--- src/rtl/pcacc_pkg.sv ---
// Shared types and helpers for the popcount stream accumulator.
// Provides the FSM state type, the popcount width helper and the saturating clamp.
package pcacc_pkg;

  typedef enum logic {
    ACC  = 1'b0,
    HOLD = 1'b1
  } state_t;

  // Bits needed to hold a popcount of w inputs (0..w).
  function automatic int pc_width(input int w);
    return $clog2(w + 1);
  endfunction

  // Clamp a sign-extended value into the signed range of a w-bit word.
  function automatic longint clamp_acc(input longint v, input int unsigned w);
    longint hi;
    longint lo;
    hi = (longint'(1) <<< (w - 1)) - 1;
    lo = -hi - 1;
    if (v > hi) return hi;
    if (v < lo) return lo;
    return v;
  endfunction

endpackage

--- src/rtl/popcount_stream_acc_popcount_tree.sv ---
// Exact combinational popcount of a WIDTH-bit vector.
module popcount_tree
  import pcacc_pkg::*;
#(
  parameter int WIDTH = 5
) (
  input  logic [WIDTH-1:0]             bits,
  output logic [pc_width(WIDTH)-1:0]   count
);

  localparam int PW = pc_width(WIDTH);

  always_comb begin
    count = '0;
    for (int unsigned i = 0; i < WIDTH; i++) begin
      count = count + PW'(bits[i]);
    end
  end

endmodule

--- src/rtl/popcount_stream_acc.sv ---
// Streaming ternary-neuron accumulator: sums popcount(pos) - popcount(neg) per burst.
// Define PCACC_SATURATE_EN to clamp each accumulate instead of wrapping.
module popcount_stream_acc
  import pcacc_pkg::*;
#(
  parameter int WIDTH     = 5,
  parameter int MAX_BEATS = 16,
  parameter int ACC_W     = 8
) (
  input  logic                    clk,
  input  logic                    rst_n,
  input  logic                    in_valid,
  output logic                    in_ready,
  input  logic [WIDTH-1:0]        in_pos,
  input  logic [WIDTH-1:0]        in_neg,
  input  logic                    in_last,
  input  logic signed [ACC_W-1:0] cfg_thresh,
  output logic                    out_valid,
  input  logic                    out_ready,
  output logic signed [ACC_W-1:0] out_sum,
  output logic                    out_act,
  output logic                    out_trunc
);

  localparam int PW = pc_width(WIDTH);
  localparam int CW = $clog2(MAX_BEATS + 1);

  logic [PW-1:0]           pc_pos;
  logic [PW-1:0]           pc_neg;
  state_t                  state;
  logic                    first;
  logic signed [ACC_W-1:0] acc;
  logic signed [ACC_W-1:0] thresh_q;
  logic [CW-1:0]           beat_cnt;

  logic signed [ACC_W:0]   delta;
  logic signed [ACC_W:0]   base;
  logic signed [ACC_W:0]   sum_ext;
  logic signed [ACC_W-1:0] acc_next;
  logic signed [ACC_W-1:0] thr_eff;
  logic [CW-1:0]           cnt_next;
  logic                    close;
`ifdef PCACC_SATURATE_EN
  logic signed [63:0]      sat_wide;
`endif

  popcount_tree #(.WIDTH(WIDTH)) u_pc_pos (.bits(in_pos), .count(pc_pos));
  popcount_tree #(.WIDTH(WIDTH)) u_pc_neg (.bits(in_neg), .count(pc_neg));

  assign in_ready = (state == ACC);

  always_comb begin
    delta   = $signed({{(ACC_W + 1 - PW){1'b0}}, pc_pos})
            - $signed({{(ACC_W + 1 - PW){1'b0}}, pc_neg});
    base    = first ? '0 : {acc[ACC_W-1], acc};
    sum_ext = base + delta;
`ifdef PCACC_SATURATE_EN
    sat_wide = clamp_acc(longint'(sum_ext), ACC_W);
    acc_next = sat_wide[ACC_W-1:0];
`else
    acc_next = sum_ext[ACC_W-1:0];
`endif
    // The first beat's threshold is compared before thresh_q has captured it.
    thr_eff  = first ? cfg_thresh : thresh_q;
    cnt_next = first ? CW'(1) : beat_cnt + CW'(1);
    close    = in_last || (cnt_next == CW'(MAX_BEATS));
  end

  always_ff @(posedge clk or negedge rst_n) begin
    if (!rst_n) begin
      state     <= ACC;
      first     <= 1'b1;
      acc       <= '0;
      thresh_q  <= '0;
      beat_cnt  <= '0;
      out_valid <= 1'b0;
      out_sum   <= '0;
      out_act   <= 1'b0;
      out_trunc <= 1'b0;
    end else begin
      case (state)
        ACC: begin
          if (in_valid) begin
            first    <= 1'b0;
            acc      <= acc_next;
            beat_cnt <= cnt_next;
            if (first) thresh_q <= cfg_thresh;
            if (close) begin
              out_sum   <= acc_next;
              out_act   <= (acc_next >= thr_eff);
              out_trunc <= !in_last;
              out_valid <= 1'b1;
              state     <= HOLD;
            end
          end
        end
        HOLD: begin
          if (out_ready) begin
            out_valid <= 1'b0;
            first     <= 1'b1;
            state     <= ACC;
          end
        end
        default: state <= ACC;
      endcase
    end
  end

endmodule
--- config.mk ---
export PLATFORM = sky130hd
export DESIGN_NAME = popcount_stream_acc
export DESIGN_NICKNAME = d
export VERILOG_FILES = /design/src/rtl/pcacc_pkg.sv /design/src/rtl/popcount_stream_acc_popcount_tree.sv /design/src/rtl/popcount_stream_acc.sv
export SDC_FILE = /design/constraint.sdc
export NUM_CORES = 1
export LEC_CHECK = 0
export ABC_CLOCK_PERIOD_IN_PS = 3600
export BUFFER_PORTS_ARGS = -buffer_cell sky130_fd_sc_hd__buf_2
export CAP_MARGIN = 20
export CORE_MARGIN = 2
export CORE_UTILIZATION = 40
export CTS_CLUSTER_SIZE = 12
export DETAILED_ROUTE_END_ITERATION = 7
export GPL_ROUTABILITY_DRIVEN = 0
export GPL_TIMING_DRIVEN = 0
export PLACE_DENSITY = 0.7
export SLEW_MARGIN = 20
export SYNTH_ARGS = -nofsm -noshare
export SYNTH_HDL_FRONTEND = slang
export SYNTH_SLANG_ARGS = --single-unit
export TNS_END_PERCENT = 5
--- constraint.sdc ---
create_clock -name clk -period 3.6 [get_ports clk]
set_input_delay 0.18 -clock clk [delete_from_list [all_inputs] [get_ports clk]]
set_output_delay 0.18 -clock clk [all_outputs]
set_load 0.02 [all_outputs]
==> flow_summary.html, run 1 <==
<table>
<tr><th>Metric</th><th>Value</th></tr>
<tr><th colspan="2">Clocking</th></tr>
<tr><td>Largest buffer count on any clock path</td><td>2</td></tr>
<tr><td>CTS Sinks</td><td>34</td></tr>
<tr><td>CTS root buffer</td><td>clkbuf_8</td></tr>
<tr><td>H-tree depth</td><td>2</td></tr>
<tr><td>Number of CTS-inserted buffers</td><td>5</td></tr>
<tr><td>Clock transition at the registers of the reported paths</td><td>0.07 ns</td></tr>
<tr><td>Clock insertion delay at the later pin of the skew report</td><td>approximately 0.29 ns</td></tr>
<tr><td>TritonCTS clock tree</td><td>done</td></tr>
<tr><th colspan="2">Setup path</th></tr>
<tr><td>Startpoint class of the critical path</td><td>primary input</td></tr>
<tr><td>Critical-path maximum fanout</td><td>3</td></tr>
<tr><td>R2R setup slack</td><td>0.09 ns</td></tr>
<tr><td>R2R Path Start</td><td>first</td></tr>
<tr><td>Required time of the critical path</td><td>~3.8 ns</td></tr>
<tr><td>Setup CP Type</td><td>primary input to flop</td></tr>
<tr><td>Crit path capture type</td><td>flop</td></tr>
<tr><td>Endpoint of the most critical register-to-register path</td><td>out_act</td></tr>
<tr><td>Number of cell instances on the worst register-to-register path</td><td>15</td></tr>
<tr><td>Endpoint arrival time on the critical path</td><td>4.21 ns</td></tr>
<tr><th colspan="2">Job</th></tr>
<tr><td>Max capacitance violation total</td><td>0</td></tr>
<tr><th colspan="2">Yosys</th></tr>
<tr><td>Syn_area_per_cell</td><td>~10 um^2</td></tr>
<tr><td>Number of cells produced by synthesis</td><td>approximately 230</td></tr>
<tr><td>Netlist cell types</td><td>38</td></tr>
<tr><td>Predominant post-synthesis flop cell</td><td>dfrtp_1</td></tr>
<tr><td>Number of nets produced by synthesis</td><td>about 280</td></tr>
<tr><td>Share of async-settable or async-resettable flops after synthesis</td><td>between 90% and 100%</td></tr>
<tr><td>Post-synthesis instance area</td><td>2290 um^2</td></tr>
<tr><td>Seq/Total Area, Yosys</td><td>between 30% and 40%</td></tr>
<tr><td>EDFF count, synth</td><td>0</td></tr>
<tr><td>Number of register bits inferred by synthesis</td><td>34</td></tr>
<tr><td>Synth Warn #</td><td>0</td></tr>
<tr><th colspan="2">Pwr</th></tr>
<tr><td>Maximum vdd ir drop</td><td>around 0.61 mV</td></tr>
<tr><td>Power Density</td><td>about 990 nW/um^2</td></tr>
<tr><td>Static power due to leakage</td><td>approximately 1.4 nW</td></tr>
<tr><th colspan="2">Hold path</th></tr>
<tr><td>Destination of the worst hold path</td><td>out_trunc</td></tr>
<tr><td>Class of the tightest hold or removal check</td><td>primary input to flop</td></tr>
<tr><td>Source of the worst hold timing path</td><td>in_last</td></tr>
<tr><td>WHS Path Cells</td><td>2</td></tr>
<tr><th colspan="2">Global route</th></tr>
<tr><td>Residual overflow from global routing</td><td>0</td></tr>
<tr><td>Global-route wire length before repair</td><td>just under 9000 um</td></tr>
<tr><td>All-layer global routing usage</td><td>between 15 and 20%</td></tr>
<tr><td>Number of antenna violations at the first check in global routing</td><td>0</td></tr>
<tr><td>Largest net degree at the start of global routing</td><td>35</td></tr>
<tr><td>Via count of the first global-routing pass</td><td>approximately 1900</td></tr>
<tr><th colspan="2">Floorplan</th></tr>
<tr><td>Die Y-Extent</td><td>around 80 um</td></tr>
<tr><td>Core region area</td><td>5510 um^2</td></tr>
<tr><td>Die X</td><td>79.7 um</td></tr>
<tr><td>Number of ports placed on the die boundary</td><td>35</td></tr>
<tr><td>Die footprint</td><td>between 6000 and 7000 um^2</td></tr>
<tr><td>Effective utilization at floorplan</td><td>about two fifths</td></tr>
<tr><td>Row count</td><td>27</td></tr>
<tr><th colspan="2">STA</th></tr>
<tr><td>Achievable clock frequency</td><td>roughly 0.25 GHz</td></tr>
<tr><td>Final worst path period need</td><td>around 4.0 ns</td></tr>
<tr><td>Setup repair after global routing missed its margin</td><td>yes</td></tr>
<tr><td>Hold Vio Cnt, Final</td><td>0</td></tr>
<tr><td>Max Clock Skew</td><td>0.00522 ns</td></tr>
<tr><td>Slack of the critical path</td><td>-0.431 ns</td></tr>
<tr><td>Final setup violation count</td><td>5</td></tr>
<tr><td>Worst max-slew margin expressed relative to the limit</td><td>between 40% and 50%</td></tr>
<tr><td>Count of final max-slew check failures</td><td>0</td></tr>
<tr><td>Post-route fraction of the period consumed by the critical path</td><td>112%</td></tr>
<tr><td>Worst slew pin tran</td><td>between 0.7 and 0.8 ns</td></tr>
<tr><th colspan="2">Drt</th></tr>
<tr><td>Total wire length after detailed routing</td><td>roughly 4900 um</td></tr>
<tr><td>Vias/cell</td><td>~5</td></tr>
<tr><td>Number of DRC markers after the initial detailed-route iteration</td><td>82</td></tr>
<tr><td>Pre-Repair DR Iteration Count</td><td>4</td></tr>
<tr><td>Remaining antenna violation count</td><td>0</td></tr>
<tr><td>Routed vias</td><td>1794</td></tr>
<tr><td>Detail-routed net length per standard cell</td><td>~14 um</td></tr>
<tr><td>Count of unresolved DRC violations after routing</td><td>0</td></tr>
<tr><th colspan="2">Placement</th></tr>
<tr><td>Count of input and output buffers</td><td>34</td></tr>
<tr><td>Pre-CTS setup slack</td><td>-1.10 ns</td></tr>
<tr><td>Half-perimeter wire length after detailed placement</td><td>about 3500 um</td></tr>
<tr><td>Total instance count after detailed placement</td><td>337</td></tr>
<tr><th colspan="2">Finish</th></tr>
<tr><td>Layout-stage area growth over the synthesis result</td><td>25.5%</td></tr>
<tr><td>Nets</td><td>333</td></tr>
<tr><td>Final Non-Filler Cells</td><td>354</td></tr>
<tr><td>Share of cells above drive strength 1</td><td>between 30% and 40%</td></tr>
<tr><td>Antenna Diode Count</td><td>0</td></tr>
<tr><th colspan="2">Status</th></tr>
<tr><td>Violated checks</td><td>setup timing</td></tr>
<tr><td>Outcome</td><td>finished with violations</td></tr>
</table>
repair_timing:
| item | in CTS | in global routing |
|---|---|---|
| hold endpoints to repair | 27 | 0 |
| resized for setup | 15 | 5 |
| hold buffers | 1 | 0 |
| setup buffers | 8 | 0 |
| pin swaps | 20 | 3 |
| gates cloned | 0 | 0 |
| setup endpoints to repair | 7 | 8 |
synthesized netlist by cell type (all sizes together), types with 2 or more instances:
| master | number | share of area (%) |
|---|---|---|
| xnor2 | 8 | 3.1 |
| nor3 | 3 | 0.66 |
| dfrtp | 33 | 36 |
| xor2 | 4 | 1.5 |
| a21o | 6 | 2.0 |
| o21ai | 10 | 2.3 |
| clkbuf | 2 | 0.33 |
| and3b | 2 | 0.77 |
| nand3b | 2 | 0.66 |
| fa | 6 | 5.2 |
| nand2b | 2 | 0.55 |
| nand3 | 4 | 0.87 |
| ha | 23 | 13 |
| a31oi | 3 | 0.82 |
| o31ai | 2 | 0.66 |
| mux2i | 7 | 3.1 |
| nor2 | 9 | 1.5 |
| buf | 5 | 1.3 |
| mux2 | 11 | 6.1 |
| nor2b | 7 | 2.0 |
| inv | 23 | 3.8 |
| and2b | 3 | 1.1 |
| nand2 | 30 | 5.0 |
| a21oi | 19 | 4.2 |
state kept, by name (all words and copies together), names as in the netlist:
signal / flops
out_act: 1
out_valid: 1
acc: 8
state: 1
first: 1
out_trunc: 1
out_sum: 8
thresh_q: 8
beat_cnt: 5
per-layer routing:
metal	vias up	GRT usage, %	routed length [um]
li1	877	-	-
met1	874	22.4	2280
met2	36	30.0	2380
met3	7	3.73	202
met4	0	7.59	87
met5	-	0	0
through the flow:
stage	TNS, ns	cell area, um^2	power [mW]	utilization, %	hold slack (ns)
6_report	-0.547	2870	2.86	52.2	0.0814
3_3_place_gp	-3.29	2570	2.10	46.7	0.302
5_1_grt	-1.59	2870	3.12	52.2	0.0801
3_5_place_dp	-3.61	2570	2.15	46.7	0.311
4_1_cts	-0.643	2840	2.79	51.6	0.0762
2_1_floorplan	-0.846	2310	1.79	-	-0.116
worst max-delay path, cell delays in order:
cell and delay [ns]:
buf_6 0.09, ha_4 0.25, inv_2 0.03, fa_1 0.47, inv_1 0.04, ha_2 0.16
inv_2 0.05, fa_2 0.46, fa_2 0.63, ha_4 0.21, a21o_1 0.16, a21oi_2 0.14
a21o_1 0.16, a21oi_2 0.09, a31oi_4 0.23, ha_4 0.25, a21o_1 0.15, a31oi_1 0.13
o21ai_1 0.10, a31oi_1 0.16, o21ai_1 0.08
power by group:
part,internal [mW],total (mW),switching [mW]
sequential,0.541,0.637,0.0966
clock,0.226,0.366,0.140
combinational,0.893,1.86,0.963
layout make-up:
type	instances	area [um^2]
plain buffers	7	37.5
clock buffers	7	86.3
clock inverters	1	30.0
fillers	505	2630
inverters	23	86.3
multi-input cells	167	1440
flip-flops and latches	34	852
well taps	72	90.1
repair buffers	43	253
cells by family (layout without fill, tap and decap cells):
group	Yosys count	count (layout)	synth area share [%]
and+or+nand+nor	64	64	14.0
AOI/OAI and AO/OA	44	44	11.8
DFF	34	34	37.2
buffers and inverters	30	81	5.41
adders and majority gates	29	29	17.8
muxes	18	18	9.13
xor gates and xnor gates	12	12	4.59
worst max-delay path by stage:
stage | start | end | slack, ns | cells after the start
finish | in_neg[1] | out_act | -0.43 | 21
CTS | in_pos[0] | out_act | -0.47 | 22
detailed placement | in_neg[0] | out_act | -1.10 | 22
floorplan | in_neg[1] | out_act | -0.52 | 20
global placement | in_neg[1] | out_act | -1.02 | 21
global route | in_pos[0] | out_act | -0.62 | 23
cells in the final DEF, fill, tap and decap left out, drive strengths merged, types with 9 or more instances in the layout:
cell | synthesis | routed
a21oi | 19 | 19
dfrtp | 33 | 33
nor2 | 9 | 9
buf | 5 | 47
clkbuf | 2 | 9
inv | 23 | 23
o21ai | 10 | 10
mux2 | 11 | 11
ha | 23 | 23
nand2 | 30 | 30
Note: power is estimated with default switching activity, not from simulation.
==> run 2: changes to the inputs <==
--- a/config.mk
+++ b/config.mk
@@ -15,6 +15,7 @@
 export GPL_ROUTABILITY_DRIVEN = 0
 export GPL_TIMING_DRIVEN = 0
 export PLACE_DENSITY = 0.7
+export SKIP_LAST_GASP = 1
 export SLEW_MARGIN = 20
 export SYNTH_ARGS = -nofsm -noshare
 export SYNTH_HDL_FRONTEND = slang
==> run 2 against run 1 <==
  * The flow still finishes with violations (setup timing)
  * Global-route usage is essentially flat
  * Die area is the same
  * Worst hold slack about the same
  * Combinational power barely moved
  * Sequential share of layout area is 0.26 points higher
  * Largest cell class unchanged
  * Sequential power about the same
  * Critical path depth unchanged
  * Via count is 0.50% lower
  * Worst setup slack lost 0.043 ns
  * Register-to-register slack about the same
  * Sequential cell count unchanged
  * Cell area down 0.87%
==> flow_summary.html, run 2 (synthesized netlist as in run 1, its figures left out) <==
<table>
<tr><th>Metric</th><th>Value</th></tr>
<tr><th colspan="2">Drt</th></tr>
<tr><td>Post-route met1 wirelength</td><td>2290 um (+0.70%)</td></tr>
<tr><td>Pre-Repair DR Iteration Count</td><td>4 (unchanged)</td></tr>
<tr><td>Total met3 wirelength after detailed routing</td><td>167 um (-17%)</td></tr>
<tr><td>Routed vias</td><td>1785 (-0.50%)</td></tr>
<tr><td>Number of DRC markers after the initial detailed-route iteration</td><td>82 (unchanged)</td></tr>
<tr><td>Count of unresolved DRC violations after routing</td><td>0 (unchanged)</td></tr>
<tr><td>Top sig layer</td><td>met4</td></tr>
<tr><td>Total wire length after detailed routing</td><td>4920 um (-0.47%)</td></tr>
<tr><td>Detail-routed net length per standard cell</td><td>13.9 um (-0.47%)</td></tr>
<tr><td>Vias/cell</td><td>5.04 (-0.50%)</td></tr>
<tr><td>Routed length on met2</td><td>2370 um (-0.21%)</td></tr>
<tr><td>Remaining antenna violation count</td><td>0 (unchanged)</td></tr>
<tr><th colspan="2">Finish</th></tr>
<tr><td>Nets</td><td>333 (unchanged)</td></tr>
<tr><td>Final Non-Filler Cells</td><td>354 (unchanged)</td></tr>
<tr><td>Most common cell after layout, fill and taps aside</td><td>buf_2</td></tr>
<tr><td>Finished Cell Area</td><td>2850 um^2 (-0.87%)</td></tr>
<tr><td>Share of cells above drive strength 1</td><td>33.3% (-0.35 points)</td></tr>
<tr><td>Largest registers</td><td>acc (8), out_sum (8), thresh_q (8)</td></tr>
<tr><td>Commonest cells after routing, fill and taps aside</td><td>buf_2 (37), dfrtp_1 (33), nand2_1 (29)</td></tr>
<tr><td>Antenna Diode Count</td><td>0 (unchanged)</td></tr>
<tr><td>Layout-stage area growth over the synthesis result</td><td>24.4%</td></tr>
<tr><th colspan="2">Global route</th></tr>
<tr><td>Largest net degree at the start of global routing</td><td>35 (unchanged)</td></tr>
<tr><td>All-layer global routing usage</td><td>18.0% (+0.024 points)</td></tr>
<tr><td>Via count of the first global-routing pass</td><td>1876 (-0.32%)</td></tr>
<tr><td>Number of antenna violations at the first check in global routing</td><td>0 (unchanged)</td></tr>
<tr><td>Global-route wire length before repair</td><td>8740 um (about the same)</td></tr>
<tr><td>Residual overflow from global routing</td><td>0 (unchanged)</td></tr>
<tr><th colspan="2">Floorplan</th></tr>
<tr><td>Row count</td><td>27 (unchanged)</td></tr>
<tr><td>Number of ports placed on the die boundary</td><td>35 (unchanged)</td></tr>
<tr><td>Die footprint</td><td>6350 um^2 (unchanged)</td></tr>
<tr><td>Die Y-Extent</td><td>79.7 um (unchanged)</td></tr>
<tr><td>Core region area</td><td>5510 um^2 (unchanged)</td></tr>
<tr><td>Die X</td><td>79.7 um (unchanged)</td></tr>
<tr><td>Effective utilization at floorplan</td><td>41.6% (unchanged)</td></tr>
<tr><th colspan="2">Pwr</th></tr>
<tr><td>Power Density</td><td>999 nW/um^2 (+0.41%)</td></tr>
<tr><td>Maximum vdd ir drop</td><td>0.608 mV (about the same)</td></tr>
<tr><td>Power Total</td><td>2.85 mW (-0.46%)</td></tr>
<tr><td>Static power due to leakage</td><td>1.40 nW (-0.26%)</td></tr>
<tr><th colspan="2">STA</th></tr>
<tr><td>Count of final max-slew check failures</td><td>0 (unchanged)</td></tr>
<tr><td>Max Clock Skew</td><td>0.00522 ns (+0.0000000300 ns)</td></tr>
<tr><td>Final Hold Slack</td><td>0.0812 ns (-0.000231 ns)</td></tr>
<tr><td>Worst max-slew margin expressed relative to the limit</td><td>48.0% (-0.086 points)</td></tr>
<tr><td>Final worst path period need</td><td>4.07 ns (+0.0432 ns)</td></tr>
<tr><td>Post-route fraction of the period consumed by the critical path</td><td>113% (+1.2 points)</td></tr>
<tr><td>Worst slew pin tran</td><td>0.780 ns (+0.00128 ns)</td></tr>
<tr><td>Hold Vio Cnt, Final</td><td>0 (unchanged)</td></tr>
<tr><td>Final setup violation count</td><td>5 (unchanged)</td></tr>
<tr><td>Achievable clock frequency</td><td>0.245 GHz (-1.1%)</td></tr>
<tr><td>Setup repair after global routing missed its margin</td><td>yes</td></tr>
<tr><td>Slack of the critical path</td><td>-0.474 ns (-0.0432 ns)</td></tr>
<tr><th colspan="2">Setup path</th></tr>
<tr><td>R2R Path Start</td><td>first</td></tr>
<tr><td>Endpoint of the most critical register-to-register path</td><td>out_act</td></tr>
<tr><td>Crit path capture type</td><td>flop</td></tr>
<tr><td>Startpoint class of the critical path</td><td>primary input</td></tr>
<tr><td>Required time of the critical path</td><td>3.78 ns (about the same)</td></tr>
<tr><td>R2R setup slack</td><td>0.10 ns (about the same)</td></tr>
<tr><td>Endpoint arrival time on the critical path</td><td>4.25 ns (+0.04 ns)</td></tr>
<tr><td>Setup CP Type</td><td>primary input to flop</td></tr>
<tr><td>Launch point of the critical path</td><td>in_neg[0]</td></tr>
<tr><td>Critical-path maximum fanout</td><td>3 (unchanged)</td></tr>
<tr><td>Endpoint of the worst setup timing path</td><td>out_act</td></tr>
<tr><td>Number of cell instances on the worst register-to-register path</td><td>15 (unchanged)</td></tr>
<tr><th colspan="2">Placement</th></tr>
<tr><td>Count of input and output buffers</td><td>34 (unchanged)</td></tr>
<tr><td>Total instance count after detailed placement</td><td>337 (unchanged)</td></tr>
<tr><td>Placed inst area</td><td>2570 um^2 (unchanged)</td></tr>
<tr><td>Half-perimeter wire length after detailed placement</td><td>3530 um (unchanged)</td></tr>
<tr><td>Pre-CTS setup slack</td><td>-1.10 ns (unchanged)</td></tr>
<tr><th colspan="2">Clocking</th></tr>
<tr><td>Number of CTS-inserted buffers</td><td>5 (unchanged)</td></tr>
<tr><td>Largest buffer count on any clock path</td><td>2 (unchanged)</td></tr>
<tr><td>Clock insertion delay at the later pin of the skew report</td><td>0.29 ns (about the same)</td></tr>
<tr><td>H-tree depth</td><td>2 (unchanged)</td></tr>
<tr><td>CTS root buffer</td><td>clkbuf_8</td></tr>
<tr><td>Clock transition at the registers of the reported paths</td><td>0.07 ns (about the same)</td></tr>
<tr><td>CTS Sinks</td><td>34 (unchanged)</td></tr>
<tr><td>TritonCTS clock tree</td><td>done</td></tr>
<tr><th colspan="2">Hold path</th></tr>
<tr><td>Class of the tightest hold or removal check</td><td>primary input to flop</td></tr>
<tr><td>WHS Path Cells</td><td>2 (unchanged)</td></tr>
<tr><th colspan="2">Status</th></tr>
<tr><td>Violated checks</td><td>setup timing</td></tr>
<tr><td>Outcome</td><td>finished with violations</td></tr>
<tr><th colspan="2">Job</th></tr>
<tr><td>Max capacitance violation total</td><td>0 (unchanged)</td></tr>
</table>
run 2: changes by cell type in the layout (fill, tap and decap cells not counted):
cell | previous run | this run
buf_2 | 35 | 37
buf_6 | 3 | 1
ha_1 | 18 | 19
ha_4 | 4 | 3
run 2: layout make-up:
class,instances,area (um^2)
Clock inverter,1,30.0
Tap cell,72,90.1
Fill cell,509,2660
Multi-Input combinational cell,167,1430
Buffer,7,37.5
Clock buffer,7,86.3
Inverter,23,86.3
Sequential cell,34,852
Timing Repair Buffer,43,240
run 2: per-layer routing:
layer / GRT usage [%] / up-vias
met1: 22.5 / 866
met2: 30.0 / 34
met5: 0 / -
li1: - / 878
met4: 7.59 / 0
met3: 3.73 / 7
run 2: through the flow:
step,setup TNS [ns],util [%]
floorplan,-0.846,-
global route,-2.01,51.7
finish,-0.876,51.7
global placement,-3.29,46.7
detailed placement,-3.61,46.7
CTS,-0.964,51.3
run 2: worst max-delay path: stages:
cell and delay, ns:
buf_2 0.11, ha_4 0.25, inv_2 0.03, fa_1 0.47, inv_1 0.04, ha_2 0.16, inv_2 0.05, fa_2 0.46
fa_2 0.62, ha_1 0.23, a21o_1 0.16, a21oi_2 0.14, a21o_1 0.16, a21oi_2 0.09, a31oi_4 0.23, ha_4 0.25
a21o_1 0.15, a31oi_1 0.13, o21ai_1 0.10, a31oi_1 0.16, o21ai_1 0.08
run 2: where the power goes:
| part | internal (mW) | leakage (nW) | switching, mW |
|---|---|---|---|
| combinational | 0.886 | 0.942 | 0.956 |
| clock | 0.226 | 0.0585 | 0.140 |
| sequential | 0.541 | 0.400 | 0.0962 |
| total | 1.65 | 1.40 | 1.19 |
run 2: worst min path at each step:
stage,start,endpoint
after floorplan,rst_n,acc[0]
after global placement,rst_n,beat_cnt[3]
after detailed placement,rst_n,beat_cnt[3]
after CTS,in_last,out_trunc
after global routing,in_last,out_trunc
final,in_last,out_trunc
run 2: repair_timing:
action,4_1_cts,5_1_grt
resized for setup,12,5
endpoints found under the setup margin,7,9
hold endpoints to repair,27,0
setup buffers,8,0
pin swaps,15,3
hold buffers,1,0
==> run 3: changes to the inputs <==
--- a/config.mk
+++ b/config.mk
@@ -14,6 +14,7 @@
 export DETAILED_ROUTE_END_ITERATION = 7
 export GPL_ROUTABILITY_DRIVEN = 0
 export GPL_TIMING_DRIVEN = 0
+export HOLD_SLACK_MARGIN = 0.15
 export PLACE_DENSITY = 0.7
 export SKIP_LAST_GASP = 1
 export SLEW_MARGIN = 20
==> run 3 against run 2 <==
  * The run still ends with setup timing left
  * Critical path depth unchanged
  * Sequential power about the same
  * Global-route usage increased by 0.096 points
  * Cell area increased by 0.70%
  * Clock power about the same
  * Fmax about the same
  * Total power about the same
  * Worst hold slack improved by 0.16 ns
  * Cell count increased by 0.56%
  * Critical endpoint unchanged
  * Largest power group unchanged
  * Highest routed layer unchanged
==> flow_summary.html, run 3 (synthesized netlist as in run 1, its figures left out) <==
<table>
<tr><th>Metric</th><th>Value</th></tr>
<tr><th colspan="2">Setup path</th></tr>
<tr><td>Cells along the critical path</td><td>buf_2, ha_4, inv_2, fa_1, inv_1, ha_2, inv_2, fa_2, fa_2, ha_1, a21o_1, a21oi_2, a21o_1, a21oi_2, a31oi_4, ha_4, a21o_1, a31oi_1, o21ai_1, a31oi_1, o21ai_1</td></tr>
<tr><td>Critical-path maximum fanout</td><td>3 (unchanged)</td></tr>
<tr><td>Startpoint class of the critical path</td><td>primary input</td></tr>
<tr><td>Worst-path cell with the longest stage delay</td><td>fa_2</td></tr>
<tr><td>Required time of the critical path</td><td>3.78 ns (about the same)</td></tr>
<tr><td>Endpoint arrival time on the critical path</td><td>4.25 ns (about the same)</td></tr>
<tr><td>Most common cell on crit path</td><td>a21o_1</td></tr>
<tr><td>Crit path capture type</td><td>flop</td></tr>
<tr><td>Setup CP Type</td><td>primary input to flop</td></tr>
<tr><td>Number of cell instances on the worst register-to-register path</td><td>15 (unchanged)</td></tr>
<tr><td>Largest incremental delay on the critical path</td><td>0.62 ns (about the same)</td></tr>
<tr><th colspan="2">Clocking</th></tr>
<tr><td>CTS Sinks</td><td>34 (unchanged)</td></tr>
<tr><td>TritonCTS clock tree</td><td>done</td></tr>
<tr><td>Largest buffer count on any clock path</td><td>2 (unchanged)</td></tr>
<tr><td>Clock transition at the registers of the reported paths</td><td>0.07 ns (about the same)</td></tr>
<tr><td>Number of CTS-inserted buffers</td><td>5 (unchanged)</td></tr>
<tr><td>Clock insertion delay at the later pin of the skew report</td><td>0.29 ns (about the same)</td></tr>
<tr><td>CTS root buffer</td><td>clkbuf_8</td></tr>
<tr><td>H-tree depth</td><td>2 (unchanged)</td></tr>
<tr><th colspan="2">STA</th></tr>
<tr><td>Final setup violation count</td><td>5 (unchanged)</td></tr>
<tr><td>Slack of the critical path</td><td>-0.475 ns (-0.000527 ns)</td></tr>
<tr><td>Total negative slack for setup checks</td><td>-0.878 ns (-0.00185 ns)</td></tr>
<tr><td>Achievable clock frequency</td><td>0.245 GHz (about the same)</td></tr>
<tr><td>Final worst path period need</td><td>4.07 ns (+0.000527 ns)</td></tr>
<tr><td>Post-route fraction of the period consumed by the critical path</td><td>113% (about the same)</td></tr>
<tr><td>Worst max-slew margin expressed relative to the limit</td><td>48.3% (+0.24 points)</td></tr>
<tr><td>Max Clock Skew</td><td>0.00521 ns (-0.0000115 ns)</td></tr>
<tr><td>Setup repair after global routing missed its margin</td><td>yes</td></tr>
<tr><td>Hold Vio Cnt, Final</td><td>0 (unchanged)</td></tr>
<tr><td>Count of final max-slew check failures</td><td>0 (unchanged)</td></tr>
<tr><td>Worst slew pin tran</td><td>0.776 ns (-0.00360 ns)</td></tr>
<tr><th colspan="2">Drt</th></tr>
<tr><td>Number of DRC markers after the initial detailed-route iteration</td><td>78 (-4.9%)</td></tr>
<tr><td>Vias/cell</td><td>5.03 (-0.34%)</td></tr>
<tr><td>Remaining antenna violation count</td><td>0 (unchanged)</td></tr>
<tr><td>Detail-routed net length per standard cell</td><td>13.9 um (-0.12%)</td></tr>
<tr><td>Pre-Repair DR Iteration Count</td><td>4 (unchanged)</td></tr>
<tr><td>Count of unresolved DRC violations after routing</td><td>0 (unchanged)</td></tr>
<tr><td>Routed vias</td><td>1789 (+0.22%)</td></tr>
<tr><td>Total wire length after detailed routing</td><td>4940 um (+0.45%)</td></tr>
<tr><th colspan="2">Finish</th></tr>
<tr><td>Layout-stage area growth over the synthesis result</td><td>25.3%</td></tr>
<tr><td>Most common cell after layout, fill and taps aside</td><td>buf_2</td></tr>
<tr><td>Commonest cells after routing, fill and taps aside</td><td>buf_2 (37), dfrtp_1 (33), nand2_1 (29)</td></tr>
<tr><td>Share of cells above drive strength 1</td><td>33.1% (-0.23 points)</td></tr>
<tr><td>Final-layout fill cell count</td><td>506 (-0.59%)</td></tr>
<tr><td>Nets</td><td>335 (+0.60%)</td></tr>
<tr><td>Largest registers</td><td>acc (8), out_sum (8), thresh_q (8)</td></tr>
<tr><td>Antenna Diode Count</td><td>0 (unchanged)</td></tr>
<tr><th colspan="2">Pwr</th></tr>
<tr><td>Maximum vdd ir drop</td><td>0.608 mV (about the same)</td></tr>
<tr><td>Static power due to leakage</td><td>1.41 nW (+0.60%)</td></tr>
<tr><td>Power Density</td><td>992 nW/um^2 (-0.64%)</td></tr>
<tr><th colspan="2">Global route</th></tr>
<tr><td>Largest net degree at the start of global routing</td><td>35 (unchanged)</td></tr>
<tr><td>Via count of the first global-routing pass</td><td>1887 (+0.59%)</td></tr>
<tr><td>Global-route wire length before repair</td><td>8780 um (+0.55%)</td></tr>
<tr><td>All-layer global routing usage</td><td>18.1% (+0.096 points)</td></tr>
<tr><td>Number of antenna violations at the first check in global routing</td><td>0 (unchanged)</td></tr>
<tr><td>Residual overflow from global routing</td><td>0 (unchanged)</td></tr>
<tr><th colspan="2">Floorplan</th></tr>
<tr><td>Effective utilization at floorplan</td><td>41.6% (unchanged)</td></tr>
<tr><td>Number of ports placed on the die boundary</td><td>35 (unchanged)</td></tr>
<tr><td>Core region area</td><td>5510 um^2 (unchanged)</td></tr>
<tr><td>Row count</td><td>27 (unchanged)</td></tr>
<tr><td>Die footprint</td><td>6350 um^2 (unchanged)</td></tr>
<tr><td>Die X</td><td>79.7 um (unchanged)</td></tr>
<tr><td>Die Y-Extent</td><td>79.7 um (unchanged)</td></tr>
<tr><th colspan="2">Status</th></tr>
<tr><td>Outcome</td><td>finished with violations</td></tr>
<tr><td>Violated checks</td><td>setup timing</td></tr>
<tr><th colspan="2">Placement</th></tr>
<tr><td>Half-perimeter wire length after detailed placement</td><td>3530 um (unchanged)</td></tr>
<tr><td>Pre-CTS setup slack</td><td>-1.10 ns (unchanged)</td></tr>
<tr><td>Count of input and output buffers</td><td>34 (unchanged)</td></tr>
<tr><th colspan="2">Hold path</th></tr>
<tr><td>Class of the tightest hold or removal check</td><td>primary input to flop</td></tr>
<tr><td>WHS Path Cells</td><td>3 (+1)</td></tr>
<tr><th colspan="2">Job</th></tr>
<tr><td>Max capacitance violation total</td><td>0 (unchanged)</td></tr>
</table>
run 3: per-layer routing:
layer | vias to the layer above | global-route usage, % | part of all wire, %
met5 | - | 0 | 0
met4 | 0 | 7.59 | 1.8
met3 | 7 | 3.73 | 4.3
met2 | 37 | 30.0 | 48
met1 | 863 | 22.8 | 46
li1 | 882 | - | -
run 3: repair_timing:
item / 4_1_cts / 5_1_grt
gates cloned: 0 / 0
hold endpoints to repair: 36 / 0
gates resized for setup: 12 / 5
buffers inserted: 8 / 0
endpoints found under the setup margin: 7 / 9
pin swaps: 15 / 3
hold buffers: 3 / 0
run 3: worst paths after layout:
| path | to | slack, ns | startpoint |
|---|---|---|---|
| max in group asynchronous | thresh_q[7] | 2.60 | rst_n |
| worst min register to register | out_valid | 0.47 | out_valid |
| worst max-delay path | out_act | -0.47 | in_neg[0] |
| worst min-delay path | thresh_q[4] | 0.24 | cfg_thresh[4] |
| worst max register to register | out_act | 0.10 | first |
| min in group asynchronous | beat_cnt[3] | 0.50 | rst_n |
run 3: cell type report:
class | count | area [um^2] | share of cell area [%]
plain buffers | 7 | 37.5 | 1.31
repair buffers | 45 | 260 | 9.07
clock inverters | 1 | 30.0 | 1.05
inverters | 23 | 86.3 | 3.01
flip-flops and latches | 34 | 852 | 29.7
well taps | 72 | 90.1 | 3.14
multi-input cells | 167 | 1430 | 49.7
clock buffers | 7 | 86.3 | 3.01
run 3: critical path, delay by kind of cell:
kind / cells / cell delay (ns)
AO/OA/AOI/OAI: 10 / 1.40
adder cells (fa/ha/maj): 7 / 2.44
buffers and inverters: 4 / 0.23
run 3: per-stage QoR:
step | cell area (um^2) | utilization (%) | power [mW] | std cells | hold WS (ns)
6_report | 2870 | 52.1 | 2.85 | 356 | 0.238
5_1_grt | 2870 | 52.1 | 3.11 | 356 | 0.263
4_1_cts | 2850 | 51.7 | 2.79 | 356 | 0.232
3_5_place_dp | 2570 | 46.7 | 2.15 | 337 | 0.311
3_3_place_gp | 2570 | 46.7 | 2.10 | 337 | 0.302
2_1_floorplan | 2310 | - | 1.79 | 231 | -0.116
run 3: report_power, final:
part           internal (mW)  leakage [nW]  switching, mW
sequential             0.541         0.400         0.0962
clock                  0.226        0.0585          0.140
combinational          0.887         0.951          0.957
total                   1.65          1.41           1.19
